`src/rtl/key_pkg.sv`:
```
// Shared definitions for the one-hot key capture front end: key bus width
// and the capture FSM state encoding.
package key_pkg;

  localparam int KEY_W = 8;

  typedef enum logic [1:0] {
    ST_IDLE     = 2'd0,
    ST_DEBOUNCE = 2'd1,
    ST_PRESENT  = 2'd2,
    ST_RELEASE  = 2'd3
  } state_t;

endpackage : key_pkg

```
`src/rtl/onehot_key_capture_if.sv`:
```
// Valid/ready bus carrying the accepted one-hot key code to the encoder.
// The capture block is the master; the encoder is the slave.
interface onehot_key_capture_if;
  import key_pkg::*;

  logic [KEY_W-1:0] y;
  logic             valid;
  logic             ready;

  modport master (
    output y,
    output valid,
    input  ready
  );

  modport slave (
    input  y,
    input  valid,
    output ready
  );

endinterface : onehot_key_capture_if

```
`src/rtl/sync2.sv`:
```
// Two-flop synchronizer for asynchronous level inputs, cleared by the
// asynchronous active-low reset.
module sync2 #(
  parameter int WIDTH = 8
) (
  input  logic             clk,
  input  logic             rst_n,
  input  logic [WIDTH-1:0] d_i,
  output logic [WIDTH-1:0] q_o
);

  logic [WIDTH-1:0] ff0_q;
  logic [WIDTH-1:0] ff1_q;

  always_ff @(posedge clk or negedge rst_n) begin
    if (!rst_n) begin
      ff0_q <= '0;
      ff1_q <= '0;
    end else begin
      ff0_q <= d_i;
      ff1_q <= ff0_q;
    end
  end

  assign q_o = ff1_q;

endmodule : sync2

```
`src/rtl/onehot_key_capture.sv`:
```
// Synchronizes and debounces eight push-button lines and hands exactly one
// accepted one-hot key at a time to the encoder over a valid/ready bus.
module onehot_key_capture
  import key_pkg::*;
#(
  parameter int DEBOUNCE_CYCLES = 1_000_000,
  parameter int CNT_W           = $clog2(DEBOUNCE_CYCLES)
) (
  input  logic                  clk,
  input  logic                  rst_n,
  input  logic [KEY_W-1:0]      btn_raw,
  onehot_key_capture_if.master  key_if,
  output logic                  multi_err,
  output logic                  busy
);

  localparam logic [CNT_W-1:0] CNT_LAST = CNT_W'(DEBOUNCE_CYCLES - 1);

  logic [KEY_W-1:0] btn_s;

  state_t           state_q, state_d;
  logic [KEY_W-1:0] snap_q,  snap_d;
  logic [CNT_W-1:0] cnt_q,   cnt_d;
  logic [KEY_W-1:0] y_q,     y_d;
  logic             valid_q, valid_d;
  logic             err_q,   err_d;
  logic             snap_onehot;

  sync2 #(
    .WIDTH (KEY_W)
  ) u_sync2 (
    .clk   (clk),
    .rst_n (rst_n),
    .d_i   (btn_raw),
    .q_o   (btn_s)
  );

  assign snap_onehot = (snap_q != '0) && ((snap_q & (snap_q - KEY_W'(1))) == '0);

  always_ff @(posedge clk or negedge rst_n) begin
    if (!rst_n) begin
      state_q <= ST_IDLE;
      snap_q  <= '0;
      cnt_q   <= '0;
      y_q     <= '0;
      valid_q <= 1'b0;
      err_q   <= 1'b0;
    end else begin
      state_q <= state_d;
      snap_q  <= snap_d;
      cnt_q   <= cnt_d;
      y_q     <= y_d;
      valid_q <= valid_d;
      err_q   <= err_d;
    end
  end

  always_comb begin
    state_d = state_q;
    snap_d  = snap_q;
    cnt_d   = cnt_q;
    y_d     = y_q;
    valid_d = valid_q;
    err_d   = 1'b0;

    unique case (state_q)
      ST_IDLE: begin
        if (btn_s != '0) begin
          snap_d  = btn_s;
          cnt_d   = '0;
          state_d = ST_DEBOUNCE;
        end
      end

      // Any change of the pattern restarts the whole stability window.
      ST_DEBOUNCE: begin
        if (btn_s == '0) begin
          state_d = ST_IDLE;
        end else if (btn_s != snap_q) begin
          snap_d = btn_s;
          cnt_d  = '0;
        end else if (cnt_q == CNT_LAST) begin
          cnt_d = '0;
          if (snap_onehot) begin
            y_d     = snap_q;
            valid_d = 1'b1;
            state_d = ST_PRESENT;
          end else begin
            err_d   = 1'b1;
            state_d = ST_RELEASE;
          end
        end else begin
          cnt_d = cnt_q + CNT_W'(1);
        end
      end

      ST_PRESENT: begin
        if (key_if.ready) begin
          y_d     = '0;
          valid_d = 1'b0;
          cnt_d   = '0;
          state_d = ST_RELEASE;
        end
      end

      // Keys must be fully released and stay released before re-arming.
      ST_RELEASE: begin
        if (btn_s != '0) begin
          cnt_d = '0;
        end else if (cnt_q == CNT_LAST) begin
          cnt_d   = '0;
          state_d = ST_IDLE;
        end else begin
          cnt_d = cnt_q + CNT_W'(1);
        end
      end

      default: begin
        state_d = ST_IDLE;
      end
    endcase
  end

  assign key_if.y     = y_q;
  assign key_if.valid = valid_q;
  assign multi_err    = err_q;
  assign busy         = (state_q != ST_IDLE);

  a_y_zero_when_idle: assert property (
    @(posedge clk) disable iff (!rst_n) !valid_q |-> (y_q == '0));

  a_y_onehot_or_zero: assert property (
    @(posedge clk) disable iff (!rst_n) ((y_q & (y_q - KEY_W'(1))) == '0));

  a_err_single_pulse: assert property (
    @(posedge clk) disable iff (!rst_n) err_q |=> !err_q);

endmodule : onehot_key_capture

```
`src/flat_wrapper.sv`:
```
// flat-port wrapper written by rule: the top's interface ports become plain ports
module onehot_key_capture_flat import key_pkg::*;
#(
  parameter int DEBOUNCE_CYCLES = 1_000_000,
  parameter int CNT_W           = $clog2(DEBOUNCE_CYCLES)
)
  (clk, rst_n, btn_raw, multi_err, busy, key_if_y, key_if_valid, key_if_ready);
  onehot_key_capture_if key_if_i ();
  input  logic clk;
  input  logic rst_n;
  input  logic [KEY_W-1:0] btn_raw;
  output logic multi_err;
  output logic busy;
  output wire logic [$bits(key_if_i.y)-1:0] key_if_y;
  output wire logic [$bits(key_if_i.valid)-1:0] key_if_valid;
  input wire logic [$bits(key_if_i.ready)-1:0] key_if_ready;
  assign key_if_y = key_if_i.y;
  assign key_if_valid = key_if_i.valid;
  assign key_if_i.ready = key_if_ready;
  onehot_key_capture #(.DEBOUNCE_CYCLES(DEBOUNCE_CYCLES), .CNT_W(CNT_W)) u_core (.clk(clk), .rst_n(rst_n), .btn_raw(btn_raw), .key_if(key_if_i), .multi_err(multi_err), .busy(busy));
endmodule
```
`config.mk`:
```
export PLATFORM = sky130hd
export DESIGN_NAME = onehot_key_capture_flat
export DESIGN_NICKNAME = d
export VERILOG_FILES = /design/src/rtl/key_pkg.sv /design/src/rtl/onehot_key_capture_if.sv /design/src/rtl/sync2.sv /design/src/rtl/onehot_key_capture.sv /design/src/flat_wrapper.sv
export SDC_FILE = /design/constraint.sdc
export NUM_CORES = 1
export LEC_CHECK = 0
export ABC_AREA = 1
export CORE_MARGIN = 3
export CORE_UTILIZATION = 50
export CTS_BUF_LIST = sky130_fd_sc_hd__clkbuf_16
export CTS_CLUSTER_DIAMETER = 150
export DETAILED_ROUTE_END_ITERATION = 10
export PLACE_DENSITY = 0.71
export SYNTH_ARGS = -nofsm -noshare
export SYNTH_HDL_FRONTEND = slang
export SYNTH_HIERARCHICAL = 1
export SYNTH_SLANG_ARGS = --single-unit
```
`constraint.sdc`:
```
create_clock -name clk -period 1.8 [get_ports clk]
set_input_delay 0.45 -clock clk [delete_from_list [all_inputs] [get_ports clk]]
set_output_delay 0.45 -clock clk [all_outputs]
set_load 0.005 [all_outputs]
```
After elaboration in Yosys (flattened, before gate mapping)

Cells that the tools add are included.

Bits in registers: 56
Logic and storage cells: 77
Input bits: 11
Output and inout port bits: 11

Reductions and logical operators: 13
Muxes and demuxes: 37
Add/subtract/negate cells: 2
Bitwise gates (word level): 1
Equal/unequal tests: 16

Operators with widths:

| cell                    | number |
|---|---|
| $mux W20                | 6 |
| $pmux W20 S4            | 1 |
| $mux W8                 | 8 |
| $pmux W8 S2             | 2 |
| $add A20 B1 Y20 const B | 1 |
| $eq A20 B20 Y1 const B  | 1 |
| $logic_not A8 Y1        | 2 |
| $reduce_bool A8 Y1      | 2 |
| $mux W2                 | 7 |
| $reduce_and A6 Y1       | 2 |
| $mux W1                 | 11 |
| $ne A2 B1 Y1 const B    | 5 |
| $and A8 B8 Y8           | 1 |
| $ne A2 B2 Y1 const B    | 4 |
| $ne A8 B8 Y1            | 1 |
| $pmux W2 S4             | 1 |
| $sub A8 B1 Y8 const B   | 1 |
| $reduce_bool A2 Y1      | 3 |
| $eq A2 B2 Y1 const B    | 2 |
| $reduce_and A4 Y1       | 1 |
| $ne A3 B1 Y1 const B    | 1 |
| $ne A3 B2 Y1 const B    | 1 |
| $reduce_and A3 Y1       | 1 |
| $eq A2 B1 Y1 const B    | 1 |
| other kinds (3)         | 3 |

Longest topological paths before layout

Word-level depth: 9
Gate-level depth with buffers: 11
Mapped depth without buffers: 11

Hierarchy

The synthesis kept the hierarchy.

Modules (own cells, without submodules):

| module             | sequential area each (µm²) | cells an instance | instances | area each (µm²) |
|---|---|---|---|---|
| onehot_key_capture | 1001.0                     | 366               | 1         | 2582.5 |
| sync2              | 400.4                      | 16                | 1         | 400.4 |

Worst setup path after synthesis

No wires, ideal clock.

Path type: register to register
Start: register u_core.cnt_q[0]
End: register u_core.y_q[2], in the netlist u_core/key_if.y[2]
Data arrival time: 1.367 ns
Library setup time: 0.117 ns
Path slack: 0.316 ns
Cell stages (with the launch flop): 11
Required time: 1.683 ns
Cells stage by stage: dfrtp_1 > ha_1 > nand3_1 > nor2_1 > nand4_1 > nand2_1 > inv_1 > nor2_4 > nand2_4 > nand2_1 > nand2_1

Cells in the longest elaborated chain, start to end: 3

RTL lines:

| item                               | line                     | RTL |
|---|---|---|
| start, declared                    | onehot_key_capture.sv:23 | `logic [CNT_W-1:0] cnt_q, cnt_d;` |
| start signal, assigned             | onehot_key_capture.sv:51 | `cnt_q <= cnt_d;` |
| $eq A20 B20 Y1                     | onehot_key_capture.sv:82 | `end else if (cnt_q == CNT_LAST) begin` |
| $ne A2 B1 Y1 (no source line)      | -                        |  |
| $reduce_and A6 Y1 (no source line) | -                        |  |
| end signal, assigned               | onehot_key_capture.sv:52 | `y_q <= y_d;` |
| end, declared                      | onehot_key_capture.sv:24 | `logic [KEY_W-1:0] y_q, y_d;` |

Every way passes these cells.
A chain may end at the register's enable or synchronous reset.

==> flow_summary.yaml <==
cts:
  clockBufferDepth: 2
  cts_tree: "built"
  cts_buffers: 5
  cts_max_level: 2
  cts_root_buf: "clkbuf_16"
  clk_pin_slew_ps: 80
  clk_latency_ps: 300
  cts_sinks: 56
hold_path:
  hold_class: "in2async"
timing:
  max-slew-margin-rel_pct: 64.0
  fmax_mhz: 589
  hold_violations: 0
  finalSetupViolations: 0
  post-route-period-util_pct: 94.3
  timing.hold.ws_ps: 124
  timing_worst_slew_pin_value_ps: 541
  maxSlewViolCount: 0
  setup_ws_ps: 103
  finClkSkew_ps: 8.74
  min_period_ps: 1700
global_routing:
  grtUsageMet1_pct: 27.9
  grtUsageMet3_pct: 3.97
  grt_pass1_wl_mm: 10.6
  grt_pass1_vias: 2243
  grt_remaining_overflow: 0
  grt_start_max_net_pins: 23
  antenna_found_initial: 0
  busiest_layer: "met1"
  grt_util_all_layers_pct: 18.5
  grt_use_met2_pct: 26.6
finish:
  seq_area_um2: 1400
  drive_gt1_share_pct: 13.1
  final_net_count: 432
  multi_input_area_um2: 1410
  antenna_cells: 0
  fillers: 495
  area_growth_syn_to_layout_pct: 19.9
setup_path:
  cp.required_ps: 2000
  cp_max_fo: 9
  critPathKind: "reg2reg"
  cpPeakStageDelay_ps: 420
  r2r_cells: 10
  worst_setup_path_end_kind: "register"
  start_kind: "register"
  cp.arrival_ps: 1890
  ff2ff_setup_slack_ps: 100
  path_cells: "buf_4, buf_4, nor2_8, nand4_1, nand2_1, inv_1, nor2_4, nand2_4, nand2_1, nand2_1"
  r2r_end: "u_core/key_if.y[5]"
  cp_common_cell: "nand2_1"
  critical-path-slowest-cell: "dfrtp_2"
synthesis:
  synth-edff-count: 0
  syn_inst: 382
  synth_common_cells: "nand2_1, nor2_1, dfrtp_1"
  ys_warn_count: 6
  synth_area_um2: 2980
  synth.area.top_cells: "dfrtp_1, nand2_1, nor2_1"
  synth_fp_nets: 394
  yosysSeqAreaShare_pct: 47.0
  synth_cell_type_count: 32
  yosysTopAreaCell: "dfrtp_1"
  yosysMostFrequentCell: "nand2_1"
  synth-seq-cells: 56
  syn_avg_cell_area_um2: 7.81
  synth_flop_cell: "dfrtp_1"
  yosysTopAreaCellShare_pct: 47.0
  async_flop_share_pct: 100
floorplan:
  ios: 22
  num_rows: 27
  initial_core_util_pct: 52.9
  core_um2: 5640
  die_h_um: 83.2
  dieWidth_um: 83.2
  die_area_um2: 6930
placement:
  port-buffer-count: 21
  dp_hpwl_mm: 4.63
  globalplace.congestion: 0.920
  preCtsSetupSlack_ps: -19.4
routing:
  viasPerCell: 4.96
  antenna_left: 0
  wirelength_mm: 6.21
  vias: 2447
  firstDrtPassIters: 4
  avgRoutedWirePerCell_um: 12.6
  dr.first_iter.drc_count: 162
  drcViolationCount: 0
power_and_ir_drop:
  p_per_area_nw_per_um2: 733
  p_leak_nw: 1.66
  vdd_ir_drop_max_mv: 0.634
  power_w: 0.00262
flow_run:
  drv_cap: 0
run_status:
  status: "finished, final reports clean"
-- cells by family (layout without fill, tap and decap cells) --
group           after synthesis  after routing  synth area share [%]
simple gates                236            236                  36.1
flops                        56             56                  47.0
buf+inv                      46             85                  6.71
compound gates               26             26                  4.82
xor+xnor                     17             17                  4.99
fa+ha+maj                     1              1                 0.419
-- report_power, final --
group          switching (W)  leakage, nW  internal (W)
Sequential         0.0000441        0.720       0.00130
Combinational       0.000152        0.867      0.000106
Clock               0.000482       0.0767      0.000537
-- what timing repair did --
| item | 4_1_cts | 5_1_grt |
|---|---|---|
| hold buffers | 0 | 0 |
| endpoints found under the setup margin | 1 | 14 |
| pin swaps | 0 | 1 |
| resized for setup | 2 | 10 |
| buffers inserted | 2 | 2 |
-- worst max-delay path: cells and delay by family (launching register included) --
family                 cells  cell delay, ps
DFF                        1             420
and+or+nand+nor            7             820
buffers and inverters      3             370
-- metrics by stage --
stage	setup TNS, ps	instance area [µm²]	util [%]	cells
floorplan	0	2980	-	382
global placement	0	3350	59.4	481
detailed placement	-19.4	3350	59.4	481
CTS	0	3530	62.5	491
global route	-14.4	3580	63.4	493
finish	0	3580	63.4	493
-- metal layers --
layer | routed length [µm] | vias up | share of wire (%)
met1 | 3130 | 1100 | 50
met3 | 369 | 8 | 5.9
li1 | - | 1276 | -
met2 | 2640 | 63 | 42
met4 | 74 | 0 | 1.2
met5 | 0 | - | 0
-- cells in the final DEF (no fill, tap or decap), drive strengths merged --
master,synthesis,routed
a21oi,6,6
buf,4,15
clkbuf,0,5
clkdlybuf4s50,0,19
dfrtp,56,56
dlymetal6s2s,0,1
ha,1,1
inv,42,45
nand2,114,114
nand3,33,33
nand3b,2,2
nand4,9,9
nor2,68,68
nor3,9,9
o21a,1,1
o21ai,17,17
o21bai,1,1
o22ai,1,1
or2,1,1
xnor2,12,12
xor2,5,5
-- state kept, by name, indices dropped and copies added (netlist names), named ones only --
register              cells
u_core/cnt_q             20
u_core/key_if.y           8
u_core/snap_q             8
u_core/u_sync2/ff0_q      8
u_core/u_sync2/q_o        8
u_core/key_if.valid       1
u_core/multi_err          1
u_core/state_q            1
-- worst max path at each step --
stage,startpoint,endpoint
6_report,register,u_core/key_if.y[5]
5_1_grt,u_core/cnt_q[0],u_core/cnt_q[10]
4_1_cts,u_core/state_q[0],busy
3_5_place_dp,key_if_ready,u_core/cnt_q[13]
3_3_place_gp,key_if_ready,u_core/cnt_q[18]
2_1_floorplan,u_core/cnt_q[0],u_core/key_if.y[2]
-- cell type report --
class	count	area share, %
repair buffers	35	9.80
clock inverters	3	0.805
well taps	72	2.52
clock buffers	5	3.50
multi-input cells	280	39.5
inverters	42	4.62
flip-flops and latches	56	39.2
Power figures use the tool's default switching activity.
